## src/rtl/osd_pkg.sv

```systemverilog
// osd_pkg: shared definitions for the OSD-2 frame loader.
// Holds the default frame geometry, the ping-pong bank state encoding and the
// shift-and-saturate quantisation helper used on incoming channel LLRs.
package osd_pkg;

   // Default frame geometry and input format
   localparam int DEF_N         = 64;
   localparam int DEF_BIT_WIDTH = 4;
   localparam int DEF_IN_W      = 8;
   localparam int DEF_SHIFT     = 4;

   // Life cycle of one ping-pong bank: filled by the input stream, then handed
   // to the decoder, then released by the decoder's valid_out
   typedef enum logic [1:0] {
      BANK_EMPTY = 2'd0,
      BANK_FILL  = 2'd1,
      BANK_FULL  = 2'd2,
      BANK_BUSY  = 2'd3
   } bank_state_t;

   // Arithmetic right shift followed by saturation to a bw-bit two's complement
   // range. Works on a sign-extended 32-bit value so callers of any width share it.
   function automatic logic signed [31:0] sat_quant(
      input logic signed [31:0] x,
      input int unsigned        shift,
      input int unsigned        bw
   );
      logic signed [31:0] shifted;
      logic signed [31:0] hi;
      logic signed [31:0] lo;
      shifted = x >>> shift;
      hi      = (32'sd1 <<< (bw - 1)) - 32'sd1;
      lo      = -(32'sd1 <<< (bw - 1));
      if (shifted > hi) begin
         sat_quant = hi;
      end else if (shifted < lo) begin
         sat_quant = lo;
      end else begin
         sat_quant = shifted;
      end
   endfunction

endpackage

```

## src/rtl/osd_frame_loader_quantizer.sv

```systemverilog
// llr_quantizer: combinational IN_W -> BIT_WIDTH LLR quantiser.
// Sign-extends the input, shifts it right arithmetically by SHIFT and clamps
// the result to the signed BIT_WIDTH range.
module llr_quantizer
   import osd_pkg::*;
#(
   parameter int IN_W      = DEF_IN_W,
   parameter int BIT_WIDTH = DEF_BIT_WIDTH,
   parameter int SHIFT     = DEF_SHIFT
) (
   input  logic [IN_W-1:0]      llr,
   output logic [BIT_WIDTH-1:0] q
);

   logic signed [31:0] llr_ext;

   // Sign-extend so the shared 32-bit helper sees the true signed value
   assign llr_ext = {{(32 - IN_W){llr[IN_W-1]}}, llr};

   // Narrowing to BIT_WIDTH is lossless because the helper already saturated
   assign q = BIT_WIDTH'(sat_quant(llr_ext, SHIFT, BIT_WIDTH));

endmodule

```

## src/rtl/osd_frame_loader.sv

```systemverilog
// osd_frame_loader: input stage ahead of the OSD-2 decoder.
// Quantises one signed LLR per beat, assembles N samples into a frame inside two
// ping-pong banks and presents each completed frame on y with a one-cycle valid
// pulse; y holds until the next frame is issued after the decoder's dec_done.
// Build macro OSD_LOADER_STATS_EN enables the frame_cnt/err_cnt counters;
// without it both ports read zero and no counter flops are built.
module osd_frame_loader
   import osd_pkg::*;
#(
   parameter int N         = DEF_N,
   parameter int BIT_WIDTH = DEF_BIT_WIDTH,
   parameter int IN_W      = DEF_IN_W,
   parameter int SHIFT     = DEF_SHIFT,
   parameter int IDX_W     = $clog2(N)
) (
   input  logic                   clk,
   input  logic                   rst_n,
   input  logic                   s_valid,
   output logic                   s_ready,
   input  logic [IN_W-1:0]        s_data,
   input  logic                   s_last,
   input  logic                   dec_done,
   output logic [N*BIT_WIDTH-1:0] y,
   output logic                   valid,
   output logic                   frame_err,
   output logic [15:0]            frame_cnt,
   output logic [15:0]            err_cnt
);

   logic [BIT_WIDTH-1:0]   q;
   logic                   beat_fire;
   logic                   close_fire;
   logic                   any_busy;

   // Two sample banks, plus a flattened view of each for a one-shot load of y
   logic [BIT_WIDTH-1:0]   bank_mem  [2][N];
   logic [N*BIT_WIDTH-1:0] bank_flat [2];
   // The frame being closed this cycle: stored samples plus the incoming last one
   logic [N*BIT_WIDTH-1:0] close_frame;

   bank_state_t            state_reg  [2];
   bank_state_t            state_next [2];
   logic                   wr_bank_reg;
   logic                   wr_bank_next;
   logic                   rd_bank_reg;
   logic                   rd_bank_next;
   logic [IDX_W-1:0]       wr_idx_reg;
   logic [IDX_W-1:0]       wr_idx_next;
   logic [N*BIT_WIDTH-1:0] y_reg;
   logic [N*BIT_WIDTH-1:0] y_next;
   logic                   valid_reg;
   logic                   valid_next;
   logic                   frame_err_reg;
   logic                   frame_err_next;
   logic                   s_ready_reg;
   logic                   s_ready_next;

   llr_quantizer #(
      .IN_W      (IN_W),
      .BIT_WIDTH (BIT_WIDTH),
      .SHIFT     (SHIFT)
   ) u_quant (
      .llr (s_data),
      .q   (q)
   );

   assign beat_fire  = s_valid & s_ready_reg;
   assign close_fire = beat_fire && (wr_idx_reg == IDX_W'(N - 1));
   assign any_busy   = (state_reg[0] == BANK_BUSY) || (state_reg[1] == BANK_BUSY);

   genvar gi;
   genvar gj;
   generate
      for (gi = 0; gi < 2; gi++) begin : g_bank
         // Sample store: only the bank currently being filled takes the beat
         always_ff @(posedge clk) begin
            if (beat_fire && (wr_bank_reg == 1'(gi))) begin
               bank_mem[gi][wr_idx_reg] <= q;
            end
         end

         for (gj = 0; gj < N; gj++) begin : g_flat
            assign bank_flat[gi][gj*BIT_WIDTH +: BIT_WIDTH] = bank_mem[gi][gj];
         end
      end

      // The closing sample has not reached the bank yet, so splice it in from q
      for (gj = 0; gj < N; gj++) begin : g_close
         if (gj == N - 1) begin : g_last
            assign close_frame[gj*BIT_WIDTH +: BIT_WIDTH] = q;
         end else begin : g_stored
            assign close_frame[gj*BIT_WIDTH +: BIT_WIDTH] =
               wr_bank_reg ? bank_mem[1][gj] : bank_mem[0][gj];
         end
      end
   endgenerate

   // Next-state for the bank FSMs, write pointer, issue pointer and outputs
   always_comb begin
      state_next[0]  = state_reg[0];
      state_next[1]  = state_reg[1];
      wr_bank_next   = wr_bank_reg;
      rd_bank_next   = rd_bank_reg;
      wr_idx_next    = wr_idx_reg;
      y_next         = y_reg;
      valid_next     = 1'b0;
      frame_err_next = 1'b0;

      // Decoder finished: free the bank it was reading. Ignored when nothing is busy.
      if (dec_done) begin
         for (int b = 0; b < 2; b++) begin
            if (state_reg[b] == BANK_BUSY) begin
               state_next[b] = BANK_EMPTY;
            end
         end
      end

      // Input beat: close on the Nth sample regardless of s_last, drop on early s_last
      if (beat_fire) begin
         if (close_fire) begin
            state_next[wr_bank_reg] = BANK_FULL;
            wr_bank_next            = ~wr_bank_reg;
            wr_idx_next             = '0;
            frame_err_next          = ~s_last;
         end else if (s_last) begin
            state_next[wr_bank_reg] = BANK_EMPTY;
            wr_idx_next             = '0;
            frame_err_next          = 1'b1;
         end else begin
            state_next[wr_bank_reg] = BANK_FILL;
            wr_idx_next             = wr_idx_reg + 1'b1;
         end
      end

      // Issue uses this cycle's busy status, so a release only enables an issue
      // on the following cycle. A frame closing into an idle decoder goes straight out.
      if (!any_busy) begin
         if (state_reg[rd_bank_reg] == BANK_FULL) begin
            state_next[rd_bank_reg] = BANK_BUSY;
            y_next                  = bank_flat[rd_bank_reg];
            valid_next              = 1'b1;
            rd_bank_next            = ~rd_bank_reg;
         end else if (close_fire && (wr_bank_reg == rd_bank_reg)) begin
            state_next[wr_bank_reg] = BANK_BUSY;
            y_next                  = close_frame;
            valid_next              = 1'b1;
            rd_bank_next            = ~rd_bank_reg;
         end
      end

      // Accept beats only while the bank we would write is free or part-filled
      s_ready_next = (state_next[wr_bank_next] == BANK_EMPTY) ||
                     (state_next[wr_bank_next] == BANK_FILL);
   end

   // Control and output registers; reset drops any in-flight frame
   always_ff @(posedge clk or negedge rst_n) begin
      if (!rst_n) begin
         state_reg[0]  <= BANK_EMPTY;
         state_reg[1]  <= BANK_EMPTY;
         wr_bank_reg   <= 1'b0;
         rd_bank_reg   <= 1'b0;
         wr_idx_reg    <= '0;
         y_reg         <= '0;
         valid_reg     <= 1'b0;
         frame_err_reg <= 1'b0;
         s_ready_reg   <= 1'b0;
      end else begin
         state_reg[0]  <= state_next[0];
         state_reg[1]  <= state_next[1];
         wr_bank_reg   <= wr_bank_next;
         rd_bank_reg   <= rd_bank_next;
         wr_idx_reg    <= wr_idx_next;
         y_reg         <= y_next;
         valid_reg     <= valid_next;
         frame_err_reg <= frame_err_next;
         s_ready_reg   <= s_ready_next;
      end
   end

   assign y         = y_reg;
   assign valid     = valid_reg;
   assign frame_err = frame_err_reg;
   assign s_ready   = s_ready_reg;

`ifdef OSD_LOADER_STATS_EN
   logic [15:0] frame_cnt_reg;
   logic [15:0] err_cnt_reg;

   // Event counters, updated alongside the valid/frame_err pulses; wrap at 2^16
   always_ff @(posedge clk or negedge rst_n) begin
      if (!rst_n) begin
         frame_cnt_reg <= '0;
         err_cnt_reg   <= '0;
      end else begin
         if (valid_next) begin
            frame_cnt_reg <= frame_cnt_reg + 16'd1;
         end
         if (frame_err_next) begin
            err_cnt_reg <= err_cnt_reg + 16'd1;
         end
      end
   end

   assign frame_cnt = frame_cnt_reg;
   assign err_cnt   = err_cnt_reg;
`else
   assign frame_cnt = 16'd0;
   assign err_cnt   = 16'd0;
`endif

endmodule

```

## config.mk

```make
export PLATFORM = sky130hd
export DESIGN_NAME = osd_frame_loader
export DESIGN_NICKNAME = d
export VERILOG_FILES = /design/src/rtl/osd_pkg.sv /design/src/rtl/osd_frame_loader_quantizer.sv /design/src/rtl/osd_frame_loader.sv
export SDC_FILE = /design/constraint.sdc
export NUM_CORES = 1
export LEC_CHECK = 0
export CORE_ASPECT_RATIO = 0.7
export CORE_MARGIN = 4
export CORE_UTILIZATION = 48
export CTS_BUF_LIST = sky130_fd_sc_hd__clkbuf_16
export DETAILED_ROUTE_END_ITERATION = 16
export PLACE_DENSITY = 0.69
export SYNTH_ARGS = -nofsm -noshare
export SYNTH_HDL_FRONTEND = slang
export SYNTH_HIERARCHICAL = 1
export SYNTH_SLANG_ARGS = --single-unit
```

## constraint.sdc

```tcl
create_clock -name clk -period 3.7 [get_ports clk]
set_clock_uncertainty 0.15 [all_clocks]
set_input_delay 0.555 -clock clk [delete_from_list [all_inputs] [get_ports clk]]
set_output_delay 0.555 -clock clk [all_outputs]
set_load 0.01 [all_outputs]
```

Word level (Yosys, flattened, before mapping)
Memory sizes are Yosys's and may differ from the RTL's.
Cells that the tools add are included.
{ "classes": {"addsub": 1, "eq_ne": 6, "n_mux": 110, "reduce_logical": 13, "n_lt_le_gt_ge": 9, "bitwise_logic": 19} }
{ "op_table": {"columns": ["op", "count"], "rows": [
  ["256-bit two-way mux", 9],
  ["4-bit two-way mux", 73],
  ["256-bit OR reduction", 1],
  ["4-bit demux with 6-bit select", 1],
  ["2-bit two-way mux", 10],
  ["1-bit two-way mux", 13],
  ["6-bit two-way mux", 2],
  ["4-bit bitwise OR", 2],
  ["7-bit >= comparator (second input constant)", 1],
  ["1-bit logical AND", 7],
  ["7-bit by 1-bit < comparator with 1-bit output (second input constant)", 1],
  ["6-bit NOT with 7-bit output", 1],
  ["6-bit by 1-bit adder with 6-bit output (second input constant)", 1],
  ["2-bit == test (second input constant)", 3],
  ["6-bit == test (second input constant)", 1],
  ["2-bit >= comparator (second input constant)", 3],
  ["1-bit NOT with 2-bit output", 3],
  ["2-bit AND", 2],
  ["4-bit AND", 1],
  ["2-bit demux with 1-bit select", 2],
  ["4-bit > comparator (second input constant)", 1],
  ["2-bit by 1-bit < comparator with 1-bit output (second input constant)", 2],
  ["4-bit < comparator (second input constant)", 1],
  ["1-bit NOT", 4],
  ["other kinds (10)", 13]
]} }
{ "totals": {"mem_count": 1, "out_inout_bits": 291, "ff_bits": 271, "ramBits": 512, "elab_cells": 168, "inputBits": 13} }
{ "mem_list": {"columns": ["memory", "words", "word_bits", "rd", "rd_clocked_by_memory_dff", "write_ports", "line_no", "rtl"], "rows": [
  ["bank_mem", 2, 256, 2, 0, 1, "osd_frame_loader.sv:36", "logic [BIT_WIDTH-1:0] bank_mem [2][N];"]
]} }

Logic depth before layout (Yosys ltp)
{ "logic_depth": {"depth_word": 19, "mapped_depth": 8, "depth_no_buf": 5} }

By module
The synthesis kept the hierarchy.
{ "by_module_without_submodules": {"columns": ["module", "instances", "area_each_um2", "cells_each"], "rows": [
  ["osd_frame_loader", 1, 31006.0, 1654],
  ["llr_quantizer", 1, 15.0, 4]
]} }

Least setup slack after synthesis
OpenSTA, ideal clock, no wires.
{ "synth_path": {"path_kind": "in2reg", "from": "input port s_data[4]", "to": "memory bank_mem[0][0] (netlist name), data pin", "path_buffers": 1, "slack_ps": 430, "arrival_ps": 2510, "stages": 1, "required_time_ps": 2940, "cell_sequence": "clkbuf_1"} }
{ "synth_via": {"elab_chain_cells": 4, "word_cells_on_any_way": 5} }
{ "synth_lines": {"columns": ["item", "line_no", "rtl"], "rows": [
  ["start, declared", "osd_frame_loader.sv:20", "input logic [IN_W-1:0] s_data,"],
  ["4-bit < comparator", "osd_pkg.sv:36", "end else if (shifted < lo) begin"],
  ["4-bit two-way mux", "osd_pkg.sv:36", null],
  ["4-bit two-way mux *", "osd_pkg.sv:34", "if (shifted > hi) begin"],
  ["256-bit two-way mux (no source line) *", null, null],
  ["end, declared", "osd_frame_loader.sv:36", null]
]} }
Every way passes the cells marked *; elsewhere a longest branch is shown, timed or not.

Final worst setup path
{ "layout_path": {"from": "register rd_bank_reg", "to": "register y_reg[87], in the netlist y[87]"} }
{ "layout_via": {"elab_chain_cells": 7, "word_cells_on_any_way": 13} }
{ "layout_lines": {"columns": ["item", "line_no", "rtl"], "rows": [
  ["start, declared", "osd_frame_loader.sv:45", "logic rd_bank_reg;"],
  ["start signal, assigned", "osd_frame_loader.sv:172", "rd_bank_reg <= rd_bank_next;"],
  ["1-bit NOT with 2-bit output (implied by the code)", "osd_frame_loader.sv:138, osd_frame_loader.sv:140", null],
  ["2-bit two-way mux (implied by the code) (3 in a row)", "osd_frame_loader.sv:138", "if (state_reg[rd_bank_reg] == BANK_FULL) begin"],
  ["2-bit == test", "osd_frame_loader.sv:138", null],
  ["2-bit nonzero test (no source line)", null, null],
  ["2-bit AND reduction (no source line)", null, null],
  ["end signal, assigned", "osd_frame_loader.sv:174", "y_reg <= y_next;"],
  ["end, declared", "osd_frame_loader.sv:49", "logic [N*BIT_WIDTH-1:0] y_reg;"]
]} }
Parallel ways exist; a longest one is shown, timed or not. The select of a mux whose other input is x is not followed.
A chain may end at the register's enable or synchronous reset.

==> results.toml <==
[outcome]
status = "complete, no violations"

[timing]
rsz0062_at_grt = "no"
post-route-min-period_ns = 2.872
setup_viol = 0
maxSlewHeadroom_pct = 22.03
tns_ns = 0
report.final.slew_viol_count = 0
finalHoldViolCount = 0
timing.final.ws_setup_ns = 0.8284
fmax_mhz = 348.2
worst_pin_slew_ns = 1.170
period_share_pct = 77.61

[cells_and_area]
num_antenna_cells = 0
regArea_um2 = 22160
drive_gt1_share_pct = 28.44
finalNetCount = 1965
utilization_pct = 57.73
fillCellCount = 4745
final_area_um2 = 36710
multi_input_area_um2 = 8060
syn_to_final_growth_pct = 18.33
largest_reg_flops = 512

[grt]
gr-usage-all-layers_pct = 19.40
grt_pass1_wl_um = 100300
grt_pass1_vias = 15910
antenna_found_initial = 1
grt_max_degree = 106
grt_overflow = 0

[clocking]
clockBufferDepth = 3
cts_made_buffers = 73
cts-hold-fix-buffers = 1
cts_tree = "yes"
root_buffer = "clkbuf_16"
clkTransAtPathRegs_ns = 0.07
ctsResizeCount = 0
postCtsSetupBuffers = 0
cts.htree.levels = 3
cts_sinks = 783
clk_latency_ns = 0.62

[yosys]
avgSynthCellArea_um2 = 18.71
synth_seq_cells = 783
netlist_area_um2 = 31020
yosys.area_share.simple_pct = 2.920
synth.distinct_cells = 44
synth_top_family_by_area = "multiplexers"
synth_flop_cell = "edfxtp_1"
synth_compound_area_share_pct = 0.6695
synth_area_leaders = "edfxtp_1 (50%), dfrtp_1 (22%), mux2_4 (14%), mux2_2 (4.7%), mux2_1 (3.4%)"
synth_edf_count = 512
yosysTopAreaCell = "edfxtp_1"
yosysTopAreaCellShare_pct = 49.56
syn_inst = 1658
ys_seq_area_share_pct = 71.42
synth_adder_area_share_pct = 0.04033
yosysWarnings = 6
async_flop_share_pct = 34.61
synth_mux_area_share_pct = 21.85
synth_xor_area_share_pct = 0.08470

[routing]
via_count = 15030
drc = 0
viasPerCell = 5.291
routedWlPerCell_um = 23.35
drt_iter0_drc = 1296
ant_nets = 0
routed_wl_um = 66320
firstDrtPassIters = 7

[pwr]
p_leak_nw = 14.25
p_per_area_nw_per_um2 = 460.2
peakVddDrop_mv = 0.2985

[place]
pre_cts_ws_ns = 0.6092
dp_hpwl_um = 41870
place.gp.congestion = 0.8032
placed_cell_area_um2 = 34430
io_buffers = 267

[die]
io_pins = 304
chipHeight_um = 220.7
dieArea_um2 = 68820
placementRows = 77
die_w_um = 311.9
design.core.area_um2 = 63590
start_util_pct = 48.79

[critical_path]
arrival_ns = 3.21
worstPathRequired_ns = 4.04
start_kind = "register"
crit_path_max_fanout = 80
cp-end-kind = "register"
timing_worst_setup_path_type = "register to register"

[hold_path]
hold_class = "register to register"

[run]
max-cap-violations = 0
==> where the power goes <==
group          total [W]  switching [W]  internal (W)  leakage (nW)
Combinational   0.000375       0.000303     0.0000724          4.69
Clock            0.00712        0.00317       0.00396          1.20
Sequential       0.00940      0.0000279       0.00937          8.35
Total             0.0169        0.00350        0.0134          14.3
==> logic make-up after synthesis <==
group | Yosys count
flip-flops | 783
multiplexers | 509
AND/OR/NAND/NOR | 201
buffers and inverters | 130
AO/OA/AOI/OAI | 30
XOR/XNOR | 3
adder cells (fa/ha/maj) | 1
other | 1
==> synthesized netlist by cell type (6+ instances only) <==
cell type / instances
mux2_2: 130
edfxtp_1: 512
nand3b_1: 6
mux2_1: 95
nor2_1: 133
buf_6: 35
mux2_4: 280
inv_1: 6
o21ai_0: 8
buf_4: 43
or3_1: 9
nand2_1: 19
or2_2: 7
buf_2: 15
clkbuf_1: 31
dfrtp_1: 271
==> critical path: stages, from the launching register on <==
cell,delay [ns]
dfrtp_1,0.47
nor3b_4,0.44
o22a_4,0.50
buf_12,0.44
mux2_1,0.42
mux2_4,0.27
==> cells in the final DEF (no fill, tap or decap), types with 6 or more instances in the layout <==
| cell type | instances |
|---|---|
| inv_1 | 28 |
| buf_4 | 34 |
| clkdlybuf4s50_1 | 262 |
| clkbuf_16 | 78 |
| or3_1 | 9 |
| o21ai_0 | 8 |
| mux2_4 | 280 |
| mux2_2 | 130 |
| clkinv_1 | 14 |
| mux2_1 | 95 |
| nand2_1 | 19 |
| or2_2 | 7 |
| nand3b_1 | 6 |
| conb_1 | 32 |
| clkinv_2 | 6 |
| buf_12 | 13 |
| dfrtp_1 | 271 |
| edfxtp_1 | 512 |
| nor2_1 | 133 |
==> path summary, 6_finish.rpt <==
path / startpoint / endpoint / slack [ns] / cells past startpoint
max in group asynchronous: rst_n / y[182]$_DFFE_PN0P_ / 2.06 / 3
min in group asynchronous: rst_n / y[244]$_DFFE_PN0P_ / 0.39 / 2
max reg2reg: rd_bank_reg$_DFFE_PN0P_ / y[87]$_DFFE_PN0P_ / 0.83 / 5
max: rd_bank_reg$_DFFE_PN0P_ / y[87]$_DFFE_PN0P_ / 0.83 / 5
min: y[116]$_DFFE_PN0P_ / y[116]$_DFFE_PN0P_ / 0.36 / 1
min reg2reg: y[116]$_DFFE_PN0P_ / y[116]$_DFFE_PN0P_ / 0.36 / 1
==> metrics by stage <==
step                hold WS [ns]  cells  power (W)
floorplan                 0.1094   1689   0.009749
global placement          0.3433   2704   0.009946
detailed placement        0.3457   2704   0.009958
CTS                       0.3402   2840    0.01706
global route              0.3622   2840    0.01749
finish                    0.3592   2840    0.01689
==> area by class of cell <==
type	instances	area share, %
clock buffers	78	5.318
well taps	829	2.826
multi-input cells	776	21.96
clock inverters	57	0.8590
repair buffers	311	8.617
flip-flops and latches	783	60.36
inverters	6	0.06136
==> metal layers <==
layer | track usage [%] | vias up | routed length [µm]
li1 | - | 6669 | -
met1 | 27.01 | 7811 | 29350
met2 | 31.22 | 442 | 31340
met3 | 4.644 | 102 | 4283
met4 | 4.818 | 2 | 1331
met5 | 0 | - | 13
Note: power is estimated with default switching activity, not from simulation.
